[src/rtl/uart_tx_arbiter.sv]
// uart_tx_arbiter: round-robin sharing of one UART transmitter among NUM_REQ byte requesters,
// with bounded bursts and a watchdog on the transmitter's active response.
module uart_tx_arbiter #(
    parameter int NUM_REQ   = 4,
    parameter int MAX_BURST = 4,
    parameter int TIMEOUT   = 64,
    localparam int IW = (NUM_REQ > 1) ? $clog2(NUM_REQ) : 1
) (
    input  logic                 i_Clock,
    input  logic                 i_Reset,
    input  logic [NUM_REQ-1:0]   i_Req_Valid,
    input  logic [8*NUM_REQ-1:0] i_Req_Byte,
    input  logic [NUM_REQ-1:0]   i_Req_Last,
    output logic [NUM_REQ-1:0]   o_Req_Ready,
    output logic                 o_Tx_DV,
    output logic [7:0]           o_Tx_Byte,
    input  logic                 i_Tx_Active,
    input  logic                 i_Tx_Done,
    output logic [IW-1:0]        o_Grant_Id,
    output logic                 o_Busy,
    output logic                 o_Timeout
);
    localparam int BW = $clog2(MAX_BURST + 1);
    localparam int WW = $clog2(TIMEOUT + 1);

    typedef enum logic [1:0] {IDLE, START, WAIT_ACT, WAIT_DONE} state_t;

    state_t        state_q, state_d;
    logic [IW-1:0] ptr_q, ptr_d, grant_q, grant_d, pick, idx, sel;
    logic [BW-1:0] burst_q, burst_d;
    logic [WW-1:0] wdog_q, wdog_d;
    logic [7:0]    byte_q, byte_d;
    logic          last_q, last_d, timeout_q, timeout_d;
    logic          any_valid, done_evt, cont, take_new, take_cont, expired, release_burst;

    // Walk downwards so the nearest requester after the pointer wins.
    always_comb begin
        idx  = '0;
        pick = ptr_q;
        for (int i = NUM_REQ; i >= 1; i--) begin
            idx = IW'((int'(ptr_q) + i) % NUM_REQ);
            if (i_Req_Valid[idx]) pick = idx;
        end
    end

    assign any_valid     = |i_Req_Valid;
    assign done_evt      = i_Tx_Done && (state_q == WAIT_ACT || state_q == WAIT_DONE);
    assign cont          = !last_q && burst_q < BW'(MAX_BURST) && i_Req_Valid[grant_q];
    assign take_new      = state_q == IDLE && any_valid;
    assign take_cont     = done_evt && cont;
    assign expired       = state_q == WAIT_ACT && !i_Tx_Done && !i_Tx_Active && wdog_q == WW'(TIMEOUT - 1);
    assign release_burst = (done_evt && !cont) || expired;
    assign sel           = take_new ? pick : grant_q;

    always_ff @(posedge i_Clock) begin
        if (i_Reset) begin
            state_q   <= IDLE;
            ptr_q     <= IW'(NUM_REQ - 1);
            grant_q   <= '0;
            burst_q   <= '0;
            wdog_q    <= '0;
            byte_q    <= '0;
            last_q    <= 1'b0;
            timeout_q <= 1'b0;
        end else begin
            state_q   <= state_d;
            ptr_q     <= ptr_d;
            grant_q   <= grant_d;
            burst_q   <= burst_d;
            wdog_q    <= wdog_d;
            byte_q    <= byte_d;
            last_q    <= last_d;
            timeout_q <= timeout_d;
        end
    end

    always_comb begin
        state_d = state_q;
        case (state_q)
            IDLE:     state_d = any_valid ? START : IDLE;
            START:    state_d = WAIT_ACT;
            WAIT_ACT: state_d = done_evt ? (cont ? START : IDLE) :
                                i_Tx_Active ? WAIT_DONE : expired ? IDLE : WAIT_ACT;
            default:  state_d = done_evt ? (cont ? START : IDLE) : WAIT_DONE;
        endcase
        ptr_d     = release_burst ? grant_q : ptr_q;
        grant_d   = take_new ? pick : grant_q;
        burst_d   = take_new ? BW'(1) : take_cont ? burst_q + 1'b1 : burst_q;
        wdog_d    = state_q == START ? '0 : (state_q == WAIT_ACT && !i_Tx_Active) ? wdog_q + 1'b1 : wdog_q;
        byte_d    = (take_new || take_cont) ? i_Req_Byte[{sel, 3'b000} +: 8] : byte_q;
        last_d    = (take_new || take_cont) ? i_Req_Last[sel] : last_q;
        timeout_d = timeout_q | expired;
    end

    always_comb begin
        o_Req_Ready = '0;
        if (take_new) o_Req_Ready[pick] = 1'b1;
        if (take_cont) o_Req_Ready[grant_q] = 1'b1;
        o_Tx_DV = state_q == START;
        o_Busy  = state_q != IDLE;
    end

    assign o_Tx_Byte  = byte_q;
    assign o_Grant_Id = grant_q;
    assign o_Timeout  = timeout_q;
endmodule

[config.mk]
export PLATFORM = sky130hd
export DESIGN_NAME = uart_tx_arbiter
export DESIGN_NICKNAME = d
export VERILOG_FILES = /design/src/rtl/uart_tx_arbiter.sv
export SDC_FILE = /design/constraint.sdc
export NUM_CORES = 1
export LEC_CHECK = 0
export CAP_MARGIN = 20
export CELL_PAD_IN_SITES_DETAIL_PLACEMENT = 1
export CELL_PAD_IN_SITES_GLOBAL_PLACEMENT = 1
export CORE_MARGIN = 3
export CORE_UTILIZATION = 32
export DETAILED_ROUTE_END_ITERATION = 16
export GPL_TIMING_DRIVEN = 0
export PLACE_DENSITY_LB_ADDON = 0.1
export SLEW_MARGIN = 15
export SYNTH_ARGS = -nofsm -noshare
export SYNTH_HDL_FRONTEND = slang
export SYNTH_SLANG_ARGS = --single-unit
[constraint.sdc]
create_clock -name i_Clock -period 2.9 [get_ports i_Clock]
set_clock_uncertainty 0.15 [all_clocks]
set_input_delay 0.29 -clock i_Clock [delete_from_list [all_inputs] [get_ports i_Clock]]
set_output_delay 0.29 -clock i_Clock [all_outputs]
set_load 0.005 [all_outputs]
==> results <==
- The CTS clock-pin slew for the worst setup and hold paths is 90 ps.
- approximately 60 I/O pins were placed.
- The net count of the mapped netlist is ~240.
- In this run, synthesis inferred 0 flip-flops with an integrated enable.
- In the finished design, the share of the clock period the worst path needs comes to 0.975.
- In this run the most critical hold path is launched from o_Timeout$_SDFF_PP0_.
- Counting both buffers and inverters, the worst setup path holds a total of 1.
- The worst-path cell with the longest stage delay is sky130_fd_sc_hd__clkdlybuf4s50_1.
- The worst-case IR drop observed on VDD is 0.000216 V.
- The static leakage is between 0.8 and 0.9 nW.
- The first global-routing pass estimated roughly 8.7 mm of wire.
- The weighted congestion reported at the end of routability-driven placement is 0.759.
- The worst stage delay on the critical path is 550 ps.
- The number of different library cells used by synthesis comes to 54.
- The master cell of the clock root buffer is sky130_fd_sc_hd__clkbuf_8.
- The number of DRC markers in iteration 0 is 38.
- The count of vias placed by the detailed router is 1,715.
- From left edge to right edge, the die measures just under 80 um.
- The number of fill cells in the layout is between 600 and 700.
- The flow ran to the end, and the final reports show no timing, DRC or antenna violations.
- In the global route stage, overall resource usage came out at 0.175.
- The number of global-route vias before repair came to about 1,700.
- The pin slew with the least headroom to its limit is 685 ps.
- The time the final worst path needs with I/O delays and setup is 2830 ps.
- The hold violation total from the final report came to 0.
- For this run, design rule violations remaining after detail routing come to 0.
- The insertion delay to the later sink of the worst-skew pair is ~270 ps.
- The required time of the critical path is 2460 ps.
- Counting instances, the worst hold path has a depth of 2.
- The number of sinks on the clock net is 26.
- The post-route antenna net violation count is 0.
- The utilization after layout is 0.494.
- The via density per instance is about 5.4.
- The CTS tree is done.
- After synthesis the cells add up to 0.00167 mm2.
- The count of pins over their slew limit is 0.
- In the final timing run, aggregate negative setup slack is 0 ps.
- The worst min-delay path category is flop to flop.
- The startpoint of the worst-slack reg-to-reg timing path is o_Grant_Id[0]$_SDFF_PP0_.
- The setup slack on the worst flop-to-flop path is 310 ps.
- The maximum number of buffers from clock root to sink is 2.
- The number of max-cap violations is 0.
- On the final layout, the worst hold slack is 336 ps.
- The count of input and output buffers is 60.
- The worst slack at placement is -217 ps.
- The worst hold path terminates at o_Timeout$_SDFF_PP0_.
- The total detailed-routing wirelength is 5.25 mm.
- The fraction of synthesis flops using an asynchronous set or reset pin is 0.
- The repair_antennas step left the layout with diodes totalling 0.
- The capturing element type of the critical path is an output port.
- The area of the core region is slightly below 0.005 mm2.
- The total power per unit cell area is 479 mW/mm2.
- The final routed wire length divided by cell count is 16.4 um.
- The critical path startpoint category is a flop.
- Detailed placement finished with a half-perimeter wire length of 4.11 mm.
- Along the worst path, the maximum fanout reaches 8.
- The floorplan step defined a die boundary enclosing between 0.006 and 0.007 mm2.
- The total CTS buffers is 3.
- The data arrival time at the worst-slack endpoint is 2390 ps.
- After global routing the overflow that remains totals 0.
- The number of H-tree branching levels is 1.
- The critical path goes through mux4_2 -> or4b_1 -> o32ai_2 -> clkdlybuf4s50_1.
- The pin count of the biggest net entering global routing is 14.
- Counting buffers and inverters, the worst setup path is 4 cells deep.
- Setup violations remaining at the end of the flow were counted as 0.
- The endpoint identified for the worst register-to-register timing path is o_Tx_Byte[5]$_SDFFE_PP0P_.
- After synthesis, the mean cell area works out to slightly below 9 um2.
- The total number of nets in the final design is ~300.
- The worst register-to-register path has a depth of 6.
- Relative to the synthesized area, the layout overhead comes to 44.5%.
- In this run, post-CTS hold repair placed 0 buffers.
- The cell family contributing the most delay on the critical path is buffers and inverters.
- Of the synthesized area, sequential elements account for 0.312.
- The number of antenna violations at the first check in global routing came to 0.
- The critical path class is flop to output port.
- The number of storage elements in the synthesis netlist is 26.
- Derived from the worst setup path, the maximum achievable clock frequency is 0.354 GHz.
- The primary flip-flop cell chosen by synthesis mapping is sky130_fd_sc_hd__dfxtp_1.
- The initial core utilization is 0.342.
- Of the cells placed in the final design, the portion with a size suffix greater than 1 is 0.115.
- After layout, the worst setup slack is 73.0 ps.
- The first detailed-routing pass ran for 4 iterations.
- The Yosys step of the flow raised 0 warnings.
- In this run the vertical extent of the chip is 78.2 um.
- Synthesis produced 192 cells.
- The number of placement rows is 25.
- The worst pin sits at a relative slew slack of 0.532.
-- cell usage after synthesis, types with 2 or more instances --
cell                        number  area (um2)
sky130_fd_sc_hd__a2111oi_2       2        30.0
sky130_fd_sc_hd__inv_1          12        45.0
sky130_fd_sc_hd__nor3_1          3        15.0
sky130_fd_sc_hd__xor2_1          3        26.3
sky130_fd_sc_hd__o21ai_0         2        10.0
sky130_fd_sc_hd__a2111oi_0       6        52.6
sky130_fd_sc_hd__a2111oi_1       8        80.1
sky130_fd_sc_hd__and3_1          2        12.5
sky130_fd_sc_hd__buf_2           3        15.0
sky130_fd_sc_hd__nand2_1        11        41.3
sky130_fd_sc_hd__a22oi_1         2        15.0
sky130_fd_sc_hd__xnor2_1         2        17.5
sky130_fd_sc_hd__nand3_1         4        20.0
sky130_fd_sc_hd__a21o_1          2        15.0
sky130_fd_sc_hd__or2_2           3        18.8
sky130_fd_sc_hd__nor2b_1         5        31.3
sky130_fd_sc_hd__a211o_1         2        17.5
sky130_fd_sc_hd__ha_1            2        25.0
sky130_fd_sc_hd__mux2i_1         9        90.1
sky130_fd_sc_hd__buf_6           2        22.5
sky130_fd_sc_hd__nor2_1         27         101
sky130_fd_sc_hd__a32o_1          2        20.0
sky130_fd_sc_hd__dfxtp_1        26         521
sky130_fd_sc_hd__clkbuf_1        6        22.5
sky130_fd_sc_hd__o32ai_1         2        17.5
sky130_fd_sc_hd__a21oi_1         7        35.0
sky130_fd_sc_hd__a311oi_1       10        87.6
-- layout make-up --
| class | count | area, um2 | area share |
|---|---|---|---|
| flip-flops and latches | 26 | 524 | 0.218 |
| inverters | 12 | 45.0 | 0.0187 |
| repair buffers | 60 | 596 | 0.247 |
| well taps | 67 | 83.8 | 0.0348 |
| clock buffers | 3 | 41.3 | 0.0171 |
| multi-input cells | 142 | 1060 | 0.440 |
| plain buffers | 10 | 58.8 | 0.0244 |
-- repair_timing --
item / CTS / global route
cloned: 0 / 0
resized for setup: 9 / 4
hold endpoints to repair: 0 / 0
setup endpoints to repair: 4 / 3
setup buffers: 0 / 0
-- worst max-delay path by stage --
stage / startpoint / end / slack [ps]
CTS: state_q[0]$_SDFF_PP0_ / o_Req_Ready[0] / 10
global route: o_Grant_Id[0]$_SDFF_PP0_ / o_Req_Ready[0] / -20
finish: o_Grant_Id[0]$_SDFF_PP0_ / o_Req_Ready[0] / 70
floorplan: i_Req_Valid[3] / o_Tx_Byte[0]$_SDFFE_PP0P_ / 660
detailed placement: i_Req_Valid[3] / o_Tx_Byte[2]$_SDFFE_PP0P_ / -220
global placement: i_Req_Valid[3] / o_Tx_Byte[2]$_SDFFE_PP0P_ / -220
-- tightest hold or removal path, cell delays in order, from the launching register on --
cell	delay, ps
sky130_fd_sc_hd__dfxtp_1	340
sky130_fd_sc_hd__nor2_1	50
sky130_fd_sc_hd__nor2_1	70
-- per-stage QoR --
| stage | power [W] | instance area (um2) | instances |
|---|---|---|---|
| global placement | 0.000943 | 2350 | 319 |
| floorplan | 0.000722 | 1670 | 192 |
| finish | 0.00115 | 2410 | 320 |
| CTS | 0.00117 | 2400 | 321 |
| global route | 0.00123 | 2410 | 320 |
| detailed placement | 0.000951 | 2350 | 319 |
-- state kept, by name, indices dropped and copies added (netlist names) --
name and flops:
wdog_q 7, last_q 1, ptr_q 2, o_Grant_Id 2, o_Tx_Byte 8, o_Timeout 1
burst_q 3, state_q 2
-- logic make-up after synthesis --
family                     Yosys count  synth area share
and+or+nand+nor                     69             0.219
AOI/OAI and AO/OA                   54             0.281
DFF                                 26             0.312
buffers and inverters               24            0.0660
muxes                               12            0.0810
xor gates and xnor gates             5            0.0263
adders and majority gates            2            0.0150
-- metal layers --
metal	GRT usage	vias up	share of wire
met5	0	-	0
met4	0.0367	0	0.0084
met3	0.0424	5	0.052
met2	0.295	41	0.47
met1	0.226	821	0.47
li1	-	848	-
-- cells in the final DEF, fill, tap and decap left out, types with 4 or more instances in the layout --
cell type / Yosys / final
sky130_fd_sc_hd__nor2b_1: 5 / 5
sky130_fd_sc_hd__nand3_1: 4 / 4
sky130_fd_sc_hd__dlygate4sd2_1: 0 / 4
sky130_fd_sc_hd__a2111oi_0: 6 / 6
sky130_fd_sc_hd__a21oi_1: 7 / 7
sky130_fd_sc_hd__nand2_1: 11 / 11
sky130_fd_sc_hd__dfxtp_1: 26 / 23
sky130_fd_sc_hd__clkdlybuf4s50_1: 0 / 56
sky130_fd_sc_hd__a311oi_1: 10 / 10
sky130_fd_sc_hd__nor2_1: 27 / 26
sky130_fd_sc_hd__mux2i_1: 9 / 9
sky130_fd_sc_hd__inv_1: 12 / 12
sky130_fd_sc_hd__a2111oi_1: 8 / 8
-- power breakdown --
group | switching, W | leakage (nW) | internal [W]
Combinational | 0.000241 | 0.647 | 0.000264
Clock | 0.000113 | 0.0216 | 0.0000933
Sequential | 0.0000394 | 0.214 | 0.000403
Total | 0.000393 | 0.883 | 0.000761
Power figures use the tool's default switching activity.
